`src/rtl/pacman_pkg.sv`:
```
// Shared types and helpers for the Pacman mover: one-hot directions, coordinate type, FSM states.
package pacman_pkg;

  localparam logic [3:0] DIR_L    = 4'b1000;
  localparam logic [3:0] DIR_U    = 4'b0100;
  localparam logic [3:0] DIR_R    = 4'b0010;
  localparam logic [3:0] DIR_D    = 4'b0001;
  localparam logic [3:0] DIR_NONE = 4'b0000;

  typedef logic [8:0] coord_t;

  typedef enum logic [2:0] {
    IDLE  = 3'd0,
    Q_REQ = 3'd1,
    Q_CUR = 3'd2,
    MOVE  = 3'd3,
    HALT  = 3'd4
  } state_t;

  function automatic logic is_onehot4(input logic [3:0] d);
    return (d != 4'b0000) && ((d & (d - 4'd1)) == 4'b0000);
  endfunction

endpackage

```
`src/rtl/pos_stepper.sv`:
```
// Combinational next position for one step along a one-hot heading.
// PACMAN_TUNNEL_WRAP_EN selects horizontal tunnel wrap; otherwise x saturates at X_MIN/X_MAX.
module pos_stepper
  import pacman_pkg::*;
#(
  parameter int     STEP  = 1,
  parameter coord_t X_MIN = 9'd0,
  parameter coord_t X_MAX = 9'd223
) (
  input  coord_t     x,
  input  coord_t     y,
  input  logic [3:0] dir,
  output coord_t     nx,
  output coord_t     ny
);

  localparam coord_t STEP_C = coord_t'(STEP);

  always_comb begin
    nx = x;
    ny = y;
    case (dir)
      DIR_L: begin
        if (x < X_MIN + STEP_C) begin
`ifdef PACMAN_TUNNEL_WRAP_EN
          nx = X_MAX - (X_MIN + STEP_C - 9'd1 - x);
`else
          nx = X_MIN;
`endif
        end else begin
          nx = x - STEP_C;
        end
      end
      DIR_R: begin
        if (x > X_MAX - STEP_C) begin
`ifdef PACMAN_TUNNEL_WRAP_EN
          nx = X_MIN + (x + STEP_C - 9'd1 - X_MAX);
`else
          nx = X_MAX;
`endif
        end else begin
          nx = x + STEP_C;
        end
      end
      // Walls guarantee y never leaves the 9-bit range.
      DIR_U:   ny = y - STEP_C;
      DIR_D:   ny = y + STEP_C;
      default: begin
        nx = x;
        ny = y;
      end
    endcase
  end

endmodule

```
`src/rtl/pacman_mover.sv`:
```
// Pacman position/heading FSM: per tick, query requested direction, then current heading, then move or halt.
// Tunnel wrap is enabled by PACMAN_TUNNEL_WRAP_EN (handled in pos_stepper).
module pacman_mover
  import pacman_pkg::*;
#(
  parameter coord_t X_INIT    = 9'd104,
  parameter coord_t Y_INIT    = 9'd184,
  parameter int     STEP      = 1,
  parameter int     QUERY_LAT = 2,
  parameter coord_t X_MIN     = 9'd0,
  parameter coord_t X_MAX     = 9'd223
) (
  input  logic       clk,
  input  logic       rst_n,
  input  logic       move_tick,
  input  logic [3:0] req_dir,
  input  logic       collide,
  output logic [3:0] query_dir,
  output coord_t     p_x,
  output coord_t     p_y,
  output logic [3:0] cur_dir,
  output logic       moving,
  output logic       busy
);

  localparam int CW = (QUERY_LAT < 1) ? 1 : $clog2(QUERY_LAT + 1);
  localparam logic [CW-1:0] CNT_LAST = CW'(QUERY_LAT);

  state_t        state;
  logic [CW-1:0] cnt;
  logic [3:0]    heading;
  coord_t        nx;
  coord_t        ny;

  pos_stepper #(
    .STEP  (STEP),
    .X_MIN (X_MIN),
    .X_MAX (X_MAX)
  ) u_stepper (
    .x   (p_x),
    .y   (p_y),
    .dir (heading),
    .nx  (nx),
    .ny  (ny)
  );

  // heading doubles as the latched query direction, so query_dir stays frozen for the whole window.
  always_ff @(posedge clk or negedge rst_n) begin
    if (!rst_n) begin
      state     <= IDLE;
      cnt       <= '0;
      heading   <= DIR_NONE;
      query_dir <= DIR_NONE;
      p_x       <= X_INIT;
      p_y       <= Y_INIT;
      cur_dir   <= DIR_NONE;
      moving    <= 1'b0;
      busy      <= 1'b0;
    end else begin
      case (state)
        IDLE: begin
          if (move_tick) begin
            cnt  <= '0;
            busy <= 1'b1;
            if (is_onehot4(req_dir)) begin
              state     <= Q_REQ;
              query_dir <= req_dir;
              heading   <= req_dir;
            end else begin
              state     <= Q_CUR;
              query_dir <= cur_dir;
              heading   <= cur_dir;
            end
          end
        end
        Q_REQ: begin
          if (cnt == CNT_LAST) begin
            cnt <= '0;
            if (!collide) begin
              state     <= MOVE;
              query_dir <= DIR_NONE;
            end else begin
              state     <= Q_CUR;
              query_dir <= cur_dir;
              heading   <= cur_dir;
            end
          end else begin
            cnt <= cnt + 1'b1;
          end
        end
        Q_CUR: begin
          if (cur_dir == DIR_NONE) begin
            state     <= HALT;
            query_dir <= DIR_NONE;
          end else if (cnt == CNT_LAST) begin
            cnt       <= '0;
            query_dir <= DIR_NONE;
            state     <= collide ? HALT : MOVE;
          end else begin
            cnt <= cnt + 1'b1;
          end
        end
        MOVE: begin
          p_x     <= nx;
          p_y     <= ny;
          cur_dir <= heading;
          // A clamped move at the edge leaves x unchanged and does not count as moving.
          moving  <= (nx != p_x) || (ny != p_y);
          state   <= IDLE;
          busy    <= 1'b0;
        end
        HALT: begin
          moving  <= 1'b0;
          cur_dir <= DIR_NONE;
          state   <= IDLE;
          busy    <= 1'b0;
        end
        default: begin
          state <= IDLE;
          busy  <= 1'b0;
        end
      endcase
    end
  end

endmodule

```
`config.mk`:
```
export PLATFORM = sky130hd
export DESIGN_NAME = pacman_mover
export DESIGN_NICKNAME = d
export VERILOG_FILES = /design/src/rtl/pacman_pkg.sv /design/src/rtl/pos_stepper.sv /design/src/rtl/pacman_mover.sv
export SDC_FILE = /design/constraint.sdc
export NUM_CORES = 1
export LEC_CHECK = 0
export CELL_PAD_IN_SITES_DETAIL_PLACEMENT = 0
export CELL_PAD_IN_SITES_GLOBAL_PLACEMENT = 1
export CORE_MARGIN = 1.5
export CORE_UTILIZATION = 30
export DETAILED_ROUTE_END_ITERATION = 16
export PLACE_DENSITY = 0.61
export SLEW_MARGIN = 20
export SYNTH_ARGS = -nofsm -noshare
export SYNTH_HDL_FRONTEND = slang
export SYNTH_SLANG_ARGS = --single-unit
```
`constraint.sdc`:
```
create_clock -name clk -period 2.9 [get_ports clk]
set_clock_uncertainty 0.1 [all_clocks]
set_input_delay 0.29 -clock clk [delete_from_list [all_inputs] [get_ports clk]]
set_output_delay 0.29 -clock clk [all_outputs]
set_load 0.05 [all_outputs]
```
# [After elaboration in Yosys (flattened, before gate mapping)]
# Index checks and enable logic that the tools add are counted.
# Widths: inputs -> output; s select.
[word_totals] ff_bits=37 input_bits=8 output_inout_bits=28 elab_cells=80
[classes] addsub=6 order_cmp=2 n_eq_ne=16 muxes=30 bitwise_logic=2 n_reduce_logical=15
[op_table] operator="$pmux 9 s2" n=2
[op_table] operator="$mux 4" n=8
[op_table] operator="$add 9x1->9 const B" n=2
[op_table] operator="$mux 9" n=2
[op_table] operator="$ne 9x9->1" n=2
[op_table] operator="$sub 9x1->9 const B" n=2
[op_table] operator="$pmux 4 s2" n=2
[op_table] operator="$mux 3" n=5
[op_table] operator="$pmux 4 s3" n=1
[op_table] operator="$gt 9x8->1 const B" n=1
[op_table] operator="$lt 9x1->1 const B" n=1
[op_table] operator="$pmux 3 s3" n=1
[op_table] operator="$logic_not 4->1" n=2
[op_table] operator="$mux 2" n=4
[op_table] operator="$ne 2x2->1 const B" n=4
[op_table] operator="$reduce_and 4->1" n=2
[op_table] operator="$eq 3x2->1 const B" n=2
[op_table] operator="$pmux 2 s3" n=1
[op_table] operator="$reduce_and 3->1" n=2
[op_table] operator="$and 4x4->4" n=1
[op_table] operator="$eq 4x1->1 const B" n=1
[op_table] operator="$eq 4x2->1 const B" n=1
[op_table] operator="$eq 4x3->1 const B" n=1
[op_table] operator="$eq 4x4->1 const B" n=1
[op_table] operator="other kinds (17)" n=20

# [Logic depth before layout (Yosys ltp)]
# Gate-level depths: netlist of the first run.
[logic_depth] ltp_word=7 depth_mapped=11 ltp_nobuf=10

# [Cells and area by module]
# A second synthesis of the first run with hierarchy kept.
[hier_totals] cells_unflattened=328 hier_area_um2=2979.1
[modules_own_cells] mod="pacman_mover" n_inst=1 cells_per_inst=191 area_each_um2=2030.7 seq_area_each_um2=934.6
[modules_own_cells] mod="pos_stepper" n_inst=1 cells_per_inst=137 area_each_um2=948.4 seq_area_each_um2=0.0

# [Least setup slack after synthesis of the first run]
# No wires, ideal clock.
[synth_path] path_type="flip-flop to flip-flop" startpoint="register heading[2]" endpoint="register p_y[8]" setup_ns=0.082 arrival_ns=2.565 required_time_ns=2.718 path_slack_ns=0.153 path_stages_with_launch=11 n_path_buf=1 period_less_slack_ns=2.747 cell_sequence="dfrtp_1 -> buf_2 -> or2b_1 -> or3_1 -> ha_1 -> nor2b_1 -> o21ai_0 -> a21oi_1 -> o41ai_1 -> mux2i_1 -> xor2_1"
[synth_via] elab_chain_cells=2 elab_cells_between_ends=3 cone_classes="eq/ne: 2; mux: 1"
[synth_rtl] element="from (decl)" line="pacman_mover.sv:31" rtl="logic [3:0] heading;"
[synth_rtl] element="from (signal assigned)" line="pacman_mover.sv:68" rtl="heading <= req_dir;"
[synth_rtl] element="from (signal assigned)" line="pacman_mover.sv:72" rtl="heading <= cur_dir;"
[synth_rtl] element="from (signal assigned)" line="pacman_mover.sv:85" rtl="heading <= cur_dir;"
[synth_rtl] element="$eq 4x1->1 or $eq 4x3->1 (tied branches)" line="pos_stepper.sv:22" rtl="case (dir)"
[synth_rtl] element="$pmux 9 s2 (*)" line="pos_stepper.sv:22"
[synth_rtl] element="to (signal assigned)" line="pacman_mover.sv:105" rtl="p_y <= ny;"
[synth_rtl] element="to (decl)" line="pacman_mover.sv:20" rtl="output coord_t p_y,"
# Mark *: on every way between the ends. The rest lies on a longest branch, timed or not.
# A chain may end at the register's enable or synchronous reset.

# [Worst setup path in the final report of the first run]
# Same ends and word-level chain as after synthesis.

==> results.yml, run 1 <==
yosys:
  synth_edf_count: 0
  synthAdderAreaFrac: 0.05989
  synth_simple_gate_area_share: 0.2205
  syn_area_um2: 2633
  synth_nets: 327
  synth_commonest_cells: "40 x nand2_1, 36 x o21ai_0, 30 x dfrtp_1"
  ys_top_cells_by_area: "dfrtp_1 29%, dfstp_2 7.0%, o21ai_0 6.8%"
  muxShareOfSynthArea: 0.01949
  synthArstFlopShare: 1.000
  ys.warnings.count: 0
  syn_avg_cell_area_um2: 8.575
  synth_cells: 307
  ys_types: 64
  synth_compound_area_frac: 0.2514
  synth-seq-cells: 37
  yosys.area_share.xor_xnor: 0.04658
  yosysMostFrequentCell: "nand2_1"
  yosys.area.top_type: "dfrtp_1"
  synth_top_area_frac: 0.2852
  synth_ff_type: "dfrtp_1"
  synth_top_family_by_area: "compound AO/OA/AOI/OAI gates"
  ys_seq_area_frac: 0.3550
clocking:
  clk_latency_ns: 0.29
  cts_num_sinks: 37
  ctsResizeCount: 0
  postCtsSetupRepairBufs: 0
  cts-root-buf: "clkbuf_8"
  h-tree-depth: 2
  clk_pin_slew_worst_paths_ns: 0.08
  cts_tree: "yes"
  cts.path.max_buffers: 2
  numCtsBuffers: 5
  hold_buffers: 0
drt:
  drt_wl_total_um: 6769
  antenna_left: 0
  routedWlPerCell_um: 15.28
  vias: 2311
  post-route-drc-count: 0
  drtPass1Iterations: 4
  routed_via_density: 5.217
  drtIter0Drc: 123
finish:
  nNetsFinal: 357
  diodes: 0
  nFillCells: 859
  areaGrowthSynthToFinish_pct: 21.25
  drive_gt1_frac: 0.1095
  seq_area_um2: 934.6
  multi_input_area_um2: 1574
  finish.instance_area_um2: 3192
flow_run:
  drv_cap: 0
sta:
  setup_tns_ns: 0
  finalSetupViolations: 0
  period_needed_ns: 2.664
  max_freq_mhz: 375.4
  timing.slew.headroom: 0.4120
  slew_violations: 0
  holdWs_ns: 0.01561
  timing.final.ws_setup_ns: 0.2365
  final-hold-violation-count: 0
  timing.final.crit_share: 0.9185
  worst_slew_pin_slew_ns: 0.8821
  rsz0062_at_grt: "no"
critical_path:
  crit_chain: "or2b_1 -> or3_1 -> ha_1 -> nor2b_1 -> o21ai_0 -> a21oi_1 -> o41ai_1 -> mux2i_1 -> xor2_1"
  path_delay_family: "simple AND/OR/NAND/NOR gates"
  slowest_stage: "or3_1"
  critPathMaxStageDelay_ns: 0.39
  cp_data_required_time_ns: 3.02
  crit_arrival_ns: 2.78
  critPathKind: "register to register"
  critPathLaunch: "heading[2]$_DFFE_PN0P_"
  r2r_slack_ns: 0.24
  end_kind: "register"
  cp-start-kind: "register"
  reg2reg_from: "heading[2]$_DFFE_PN0P_"
  crit_path_max_fanout: 4
  critPathBufInv: 0
global_routing:
  grtUsageTotal: 0.1485
  antenna_found_initial: 0
  grt_max_degree: 38
  grt_pass1_vias: 2175
  grt_pass1_wl_um: 11340
  grt_overflow: 0
place:
  finalWeightedCongestion: 0.7931
  dpl_cell_area_um2: 3075
  port_buffers: 35
  dpl_worst_slack_ns: 0.2357
  dp_hpwl_um: 4804
floorplan:
  core_region_area_um2: 8341
  top_level_ports: 36
  rows: 33
  start_util: 0.3156
  die_y_um: 96.68
  die_w_um: 96.68
  dieArea_um2: 9346
pwr:
  p_leak_nw: 1.234
  vdd.ir_drop.worst_v: 0.0003349
  p_per_area_nw_per_um2: 1121
worst_hold_path:
  hold_class: "primary input to asynchronous set/reset pin"
outcome:
  status: "finished clean"
==> where the power goes <==
part | switching, W | total, W | leakage [nW] | internal (W)
clock network | 0.000199 | 0.000480 | 0.0585 | 0.000281
logic | 0.00133 | 0.00218 | 0.719 | 0.000853
registers | 0.000198 | 0.000918 | 0.457 | 0.000720
==> registers in the layout, summed over array words and instances (netlist names) <==
register and flops:
moving 1, p_x 9, heading 4, busy 1, p_y 9, state 3, cnt 2, cur_dir 4
query_dir 4
==> cell families (layout without fill, tap and decap cells) <==
| kind of cell | Yosys count | in the layout |
|---|---|---|
| mux | 5 | 5 |
| flops | 37 | 37 |
| fa+ha+maj | 12 | 12 |
| buf+inv | 28 | 59 |
| xor+xnor | 14 | 14 |
| simple gates | 114 | 114 |
| compound gates | 97 | 97 |
==> area by class of cell <==
type | instances | area share
Sequential cell | 37 | 0.2928
Clock buffer | 7 | 0.02705
Tap cell | 105 | 0.04116
Multi-Input combinational cell | 242 | 0.4931
Inverter | 8 | 0.009408
Clock inverter | 1 | 0.009408
Timing Repair Buffer | 43 | 0.1270
==> cell usage in the layout, fill, tap and decap left out, types with 2 or more instances in the layout <==
| cell type | Yosys | final |
|---|---|---|
| a221oi_1 | 4 | 4 |
| or2_2 | 3 | 3 |
| o311ai_1 | 2 | 2 |
| o31a_1 | 2 | 2 |
| nor2b_1 | 4 | 4 |
| mux2i_1 | 4 | 4 |
| a22o_1 | 3 | 3 |
| nand2b_1 | 5 | 5 |
| or4b_1 | 2 | 2 |
| inv_1 | 8 | 8 |
| or3_1 | 3 | 3 |
| xor2_1 | 5 | 5 |
| nor2_1 | 22 | 22 |
| dfstp_2 | 7 | 7 |
| clkdlybuf4s50_1 | 0 | 34 |
| nand3_1 | 7 | 7 |
| dfrtp_1 | 30 | 30 |
| ha_1 | 11 | 11 |
| o21ai_0 | 36 | 36 |
| nand2_1 | 40 | 40 |
| a211oi_1 | 2 | 2 |
| and2_1 | 4 | 4 |
| o22ai_1 | 2 | 2 |
| nor3_2 | 2 | 2 |
| xnor2_1 | 9 | 9 |
| a31oi_1 | 7 | 7 |
| o22a_1 | 2 | 2 |
| or4_1 | 2 | 2 |
| nor3_1 | 9 | 9 |
| buf_4 | 1 | 8 |
| o221ai_1 | 2 | 2 |
| a21oi_1 | 13 | 13 |
| o31ai_1 | 3 | 3 |
| a21o_1 | 4 | 4 |
| clkbuf_8 | 0 | 6 |
==> path summary, 6_finish.rpt <==
path / to / cells after the start
setup / recovery: p_y[8]$_DFFE_PN0N_ / 9
hold / removal: p_y[1]$_DFFE_PN0N_ / 1
setup reg to reg: p_y[8]$_DFFE_PN0N_ / 9
hold reg to reg: p_y[8]$_DFFE_PN0N_ / 1
max in group asynchronous: cur_dir[3]$_DFFE_PN0P_ / 1
min in group clk: p_y[8]$_DFFE_PN0N_ / 1
==> stage by stage <==
stage,cells,total power [W],util
global route,443,0.003881,0.3827
floorplan,307,0.002524,-
global placement,435,0.003105,0.3687
CTS,443,0.003619,0.3827
detailed placement,435,0.003123,0.3687
finish,443,0.003578,0.3827
==> layer usage <==
metal,vias to the layer above,part of all wire,routed length (um),global-route usage
li1,1181,-,-,-
met1,1084,0.51,3463,0.2151
met2,40,0.44,3006,0.2200
met3,6,0.033,225,0.02890
met4,0,0.011,73,0.05128
met5,-,0,0,0
Note: power is estimated with default switching activity, not from simulation.
==> run 2, diff against run 1 <==
--- a/config.mk
+++ b/config.mk
@@ -7,10 +7,10 @@
 export LEC_CHECK = 0
 export CELL_PAD_IN_SITES_DETAIL_PLACEMENT = 0
 export CELL_PAD_IN_SITES_GLOBAL_PLACEMENT = 1
-export CORE_MARGIN = 1.5
-export CORE_UTILIZATION = 30
+export CORE_UTILIZATION = 38
 export DETAILED_ROUTE_END_ITERATION = 16
-export PLACE_DENSITY = 0.61
+export MAX_ROUTING_LAYER = met4
+export PLACE_DENSITY = 0.75
 export SLEW_MARGIN = 20
 export SYNTH_ARGS = -nofsm -noshare
 export SYNTH_HDL_FRONTEND = slang
==> run 2 against run 1 <==
Net effect:
- the flow now finishes with violations (negative hold slack)
- register-to-register slack lost 0.05 ns
- via count is 1.3% higher
- clock power rose by 16%
- clock-buffer cell count decreased by 2
- wire length shrank 6.6%
- worst setup slack worse by 0.048 ns
- cell count down 6.3%
- critical path type unchanged
- highest routed layer unchanged
==> results.yml, run 2 (same netlist as run 1, synthesis figures left out) <==
sta:
  max_freq_mhz: 368.9
  setup_tns_ns: 0
  worst_slew_pin_slew_ns: 0.8481
  final-hold-violation-count: 3
  rsz0062_at_grt: "no"
  timing.slew.headroom: 0.4346
  timing.final.crit_share: 0.9349
  period_needed_ns: 2.711
  holdWs_ns: -0.001272
  slew_violations: 0
  finalSetupViolations: 0
global_routing:
  grt_overflow: 0
  antenna_found_initial: 0
  grt_pass1_vias: 2227
  grtUsageTotal: 0.1950
  grt_max_degree: 38
  grt_pass1_wl_um: 10980
floorplan:
  die_w_um: 85.23
  top_level_ports: 36
  dieArea_um2: 7264
  die_y_um: 85.23
  rows: 29
  core_region_area_um2: 6531
  start_util: 0.4031
drt:
  routed_via_density: 5.643
  drtIter0Drc: 129
  vias: 2342
  drtPass1Iterations: 4
  antenna_left: 0
  routedWlPerCell_um: 15.24
  post-route-drc-count: 0
  drt_wl_total_um: 6323
critical_path:
  reg2reg_from: "heading[2]$_DFFE_PN0P_"
  cp_data_required_time_ns: 3.02
  ff2ff_path_depth: 9
  r2r_slack_ns: 0.19
  r2r-end: "p_y[8]$_DFFE_PN0N_"
  end_kind: "register"
  cp-start-kind: "register"
  crit_path_max_fanout: 5
  critPathKind: "register to register"
  crit_arrival_ns: 2.83
finish:
  top_regs: "p_x x9, p_y x9"
  final_cell_mix: "40 x nand2_1, 36 x o21ai_0, 34 x clkdlybuf4s50_1"
  final_common_cell: "nand2_1"
  diodes: 0
  nNetsFinal: 357
  finish.instance_area_um2: 3178
  areaGrowthSynthToFinish_pct: 20.72
  drive_gt1_frac: 0.1124
  post-route-util: 0.4866
place:
  finalWeightedCongestion: 0.7960
  dp_hpwl_um: 4548
  dpl_cell_area_um2: 3040
  port_buffers: 35
clocking:
  cts_tree: "yes"
  clk_latency_ns: 0.29
  ctsResizeCount: 0
  numCtsBuffers: 5
  cts-root-buf: "clkbuf_8"
  cts_num_sinks: 37
  h-tree-depth: 2
  clk_pin_slew_worst_paths_ns: 0.08
  cts.path.max_buffers: 2
  postCtsSetupRepairBufs: 0
  hold_buffers: 0
pwr:
  p_clk_frac: 0.153
  combPwrFrac: 0.597
  power_switching_w: 0.001722
  power_frac_seq: 0.251
  intPower_w: 0.001918
  p_leak_nw: 1.245
  total_power_w: 0.003639
  vdd.ir_drop.worst_v: 0.0003971
  p_per_area_nw_per_um2: 1145
  swShare: 0.4731
flow_run:
  drv_cap: 0
outcome:
  violations: "negative hold slack"
  status: "finished with violations"
worst_hold_path:
  hold_class: "primary input to asynchronous set/reset pin"
[run 2: changes by cell type in the layout (fill, tap and decap cells not counted)]
cell / before / now
inv_6: 0 / 1
clkbuf_8: 6 / 5
clkbuf_1: 1 / 0
bufinv_16: 1 / 2
[run 2: power by group through the flow]
| stage | Sequential (W) | Combinational (W) | Clock, W |
|---|---|---|---|
| final | 0.000912 | 0.00217 | 0.000556 |
| after global routing | 0.000952 | 0.00241 | 0.000591 |
| after CTS | 0.000918 | 0.00219 | 0.000568 |
| after detailed placement | 0.000928 | 0.00218 | 0 |
| after global placement | 0.000924 | 0.00216 | 0 |
| after floorplan | 0.00130 | 0.00122 | 0 |
[run 2: routing by layer]
layer | share of wire | routed length (um) | global-route usage | vias to the layer above
li1 | - | - | - | 1179
met1 | 0.49 | 3102 | 0.2710 | 1110
met2 | 0.47 | 2941 | 0.2999 | 51
met3 | 0.039 | 248 | 0.03210 | 2
met4 | 0.0047 | 30 | 0.04160 | 0
met5 | 0 | 0 | - | -
[run 2: area by class of cell]
cell class | instances | area [um2]
tap | 77 | 96.34
fill | 645 | 3353
clock inverter | 3 | 68.82
inverter | 8 | 30.03
timing repair buffer | 43 | 405.4
multi-input combinational | 242 | 1574
sequential | 37 | 934.6
clock buffer | 5 | 68.82
[run 2: worst max-delay path, cell delays in order (launching register included)]
cell	delay, ns
dfrtp_1	0.38
or2b_1	0.22
or3_1	0.39
ha_1	0.32
nor2b_1	0.14
o21ai_0	0.22
a21oi_1	0.13
o41ai_1	0.32
mux2i_1	0.26
xor2_1	0.15
[run 2: per-stage QoR]
| step | setup slack [ns] | hold WS (ns) | cells |
|---|---|---|---|
| after floorplan | 0.1531 | -0.1056 | 307 |
| after global placement | 0.2502 | 0.3541 | 407 |
| after detailed placement | 0.2062 | 0.3668 | 407 |
| after CTS | 0.1614 | 0.04166 | 415 |
| after global routing | 0.01647 | 0.07448 | 415 |
| final | 0.1889 | -0.001272 | 415 |
[run 2: how the worst max path moves through the flow]
stage	from	end	slack [ns]	depth (start not counted)
after floorplan	heading[2]$_DFFE_PN0P_	p_y[8]$_DFFE_PN0N_	0.15	10
after global placement	heading[2]$_DFFE_PN0P_	p_y[8]$_DFFE_PN0N_	0.25	9
after detailed placement	heading[2]$_DFFE_PN0P_	p_y[8]$_DFFE_PN0N_	0.21	9
after CTS	heading[2]$_DFFE_PN0P_	p_y[8]$_DFFE_PN0N_	0.16	9
after global routing	heading[2]$_DFFE_PN0P_	p_y[8]$_DFFE_PN0N_	0.02	9
final	heading[2]$_DFFE_PN0P_	p_y[8]$_DFFE_PN0N_	0.19	9
==> run 3, diff against run 2 <==
--- a/config.mk
+++ b/config.mk
@@ -10,7 +10,8 @@
 export CORE_UTILIZATION = 38
 export DETAILED_ROUTE_END_ITERATION = 16
 export MAX_ROUTING_LAYER = met4
-export PLACE_DENSITY = 0.75
+export PLACE_DENSITY = 0.76
+export SETUP_SLACK_MARGIN = 0.5
 export SLEW_MARGIN = 20
 export SYNTH_ARGS = -nofsm -noshare
 export SYNTH_HDL_FRONTEND = slang
==> run 3 against run 2 <==
Net effect:
- the run now ends clean
- clock-buffer cell count grew 1
- non-clock buffer count grew 5
- via count grew 1.5%
- critical path type unchanged
- cell count grew 1.2%
- combinational power grew 11%
- fmax grew 6.1%
- power grew 2.9%
==> results.yml, run 3 (same netlist as run 1, synthesis figures left out) <==
sta:
  holdWs_ns: 0.0004274
  period_needed_ns: 2.556
  finalSetupViolations: 0
  rsz0062_at_grt: "yes"
  final-hold-violation-count: 0
  max_freq_mhz: 391.2
  timing.final.crit_share: 0.8814
  worst_slew_pin_slew_ns: 0.8613
  setup_tns_ns: 0
  slew_violations: 0
  timing.slew.headroom: 0.4258
finish:
  diodes: 0
  top_regs: "p_x x9, p_y x9"
  seq_area_um2: 937.1
  multi_input_area_um2: 1685
  drive_gt1_frac: 0.1837
  areaGrowthSynthToFinish_pct: 24.90
  final_cell_mix: "40 x nand2_1, 34 x clkdlybuf4s50_1, 31 x o21ai_0"
  final_common_cell: "nand2_1"
  post-route-util: 0.5034
  finish.instance_area_um2: 3288
  nNetsFinal: 362
  nFillCells: 634
flow_run:
  drv_cap: 0
floorplan:
  top_level_ports: 36
  start_util: 0.4031
  rows: 29
  core_region_area_um2: 6531
  die_y_um: 85.23
  die_w_um: 85.23
  dieArea_um2: 7264
global_routing:
  grt_pass1_vias: 2183
  antenna_found_initial: 0
  grt_pass1_wl_um: 10860
  grt_max_degree: 38
  grt_overflow: 0
  grtUsageTotal: 0.1939
place:
  dpl_cell_area_um2: 3032
  dp_hpwl_um: 4526
  port_buffers: 35
  finalWeightedCongestion: 0.8284
drt:
  drtPass1Iterations: 4
  routedWlPerCell_um: 15.74
  drt_wl_total_um: 6609
  post-route-drc-count: 0
  drtIter0Drc: 185
  routed_via_density: 5.657
  antenna_left: 0
  vias: 2376
clocking:
  h-tree-depth: 2
  numCtsBuffers: 5
  cts-root-buf: "clkbuf_8"
  clk_latency_ns: 0.29
  cts_tree: "yes"
  cts.path.max_buffers: 2
  clk_pin_slew_worst_paths_ns: 0.08
  cts_num_sinks: 37
worst_hold_path:
  hold_class: "primary input to asynchronous set/reset pin"
pwr:
  p_per_area_nw_per_um2: 1139
  total_power_w: 0.003745
  vdd.ir_drop.worst_v: 0.0004758
  p_leak_nw: 1.271
critical_path:
  reg2reg_from: "heading[2]$_DFFE_PN0P_"
  r2r-end: "p_y[8]$_DFFE_PN0N_"
  end_kind: "register"
  r2r_slack_ns: 0.34
  critPathMaxStageDelay_ns: 0.45
  ff2ff_path_depth: 10
  crit_chain: "or2b_1 -> or3_4 -> inv_1 -> fa_2 -> nor2b_4 -> o21ai_2 -> a21oi_2 -> o41ai_2 -> mux2i_1 -> xor2_1"
  cp_data_required_time_ns: 3.02
  critPathLaunch: "heading[2]$_DFFE_PN0P_"
  crit_end: "p_y[8]$_DFFE_PN0N_"
  slowest_stage: "or3_4"
  cp-start-kind: "register"
  crit_path_max_fanout: 7
  crit_arrival_ns: 2.68
  critPathKind: "register to register"
outcome:
  status: "finished clean"
## run 3: worst min path at each step
stage / startpoint / endpoint / slack [ns] / depth (start not counted)
3_5_place_dp: rst_n / p_y[1]$_DFFE_PN0N_ / 0.36 / 1
5_1_grt: rst_n / p_y[1]$_DFFE_PN0N_ / 0.08 / 1
6_report: rst_n / p_y[1]$_DFFE_PN0N_ / 0.0004 / 1
3_3_place_gp: rst_n / p_y[1]$_DFFE_PN0N_ / 0.36 / 1
2_1_floorplan: rst_n / busy$_DFFE_PN0P_ / -0.11 / 0
4_1_cts: rst_n / p_y[1]$_DFFE_PN0N_ / 0.04 / 1
## run 3: worst max-delay path, delay by kind of cell (launching register included)
kind / cells / cell delay [ns]
AO/OA/AOI/OAI: 3 / 0.55
XOR/XNOR: 1 / 0.15
adder cells (fa/ha/maj): 1 / 0.23
buffers and inverters: 1 / 0.09
flip-flops: 1 / 0.38
multiplexers: 1 / 0.26
AND/OR/NAND/NOR: 3 / 0.72
## run 3: cell type report
type                       count  share of cell area
sequential                    37              0.2850
clock inverter                 2            0.004186
clock buffer                   6             0.02511
timing repair buffer          48              0.1347
multi-input combinational    242              0.5126
inverter                       8            0.009132
tap                           77             0.02930
## run 3: metrics by stage
stage / std cells / setup slack, ns
global route: 420 / 0.2193
floorplan: 307 / 0.3577
finish: 420 / 0.3440
global placement: 404 / 0.3778
CTS: 412 / 0.3158
detailed placement: 404 / 0.3339
## run 3: timing repair
| item | in CTS | in global routing |
|---|---|---|
| resized for setup | 2 | 22 |
| pin swaps | 0 | 7 |
| setup endpoints to repair | 3 | 7 |
| buffers inserted | 0 | 8 |
| hold buffers | 0 | 0 |
## run 3: layer usage
layer | wire (um) | global-route usage
met1 | 3257 | 0.2716
met3 | 236 | 0.02918
met2 | 3071 | 0.2947
met4 | 43 | 0.04622
met5 | 0 | -
## run 3: report_power, final
group	internal (W)	switching, W	leakage (nW)
Combinational	0.00101	0.00139	0.765
Sequential	0.000721	0.000229	0.454
Clock	0.000193	0.000203	0.0512
Total	0.00192	0.00183	1.27
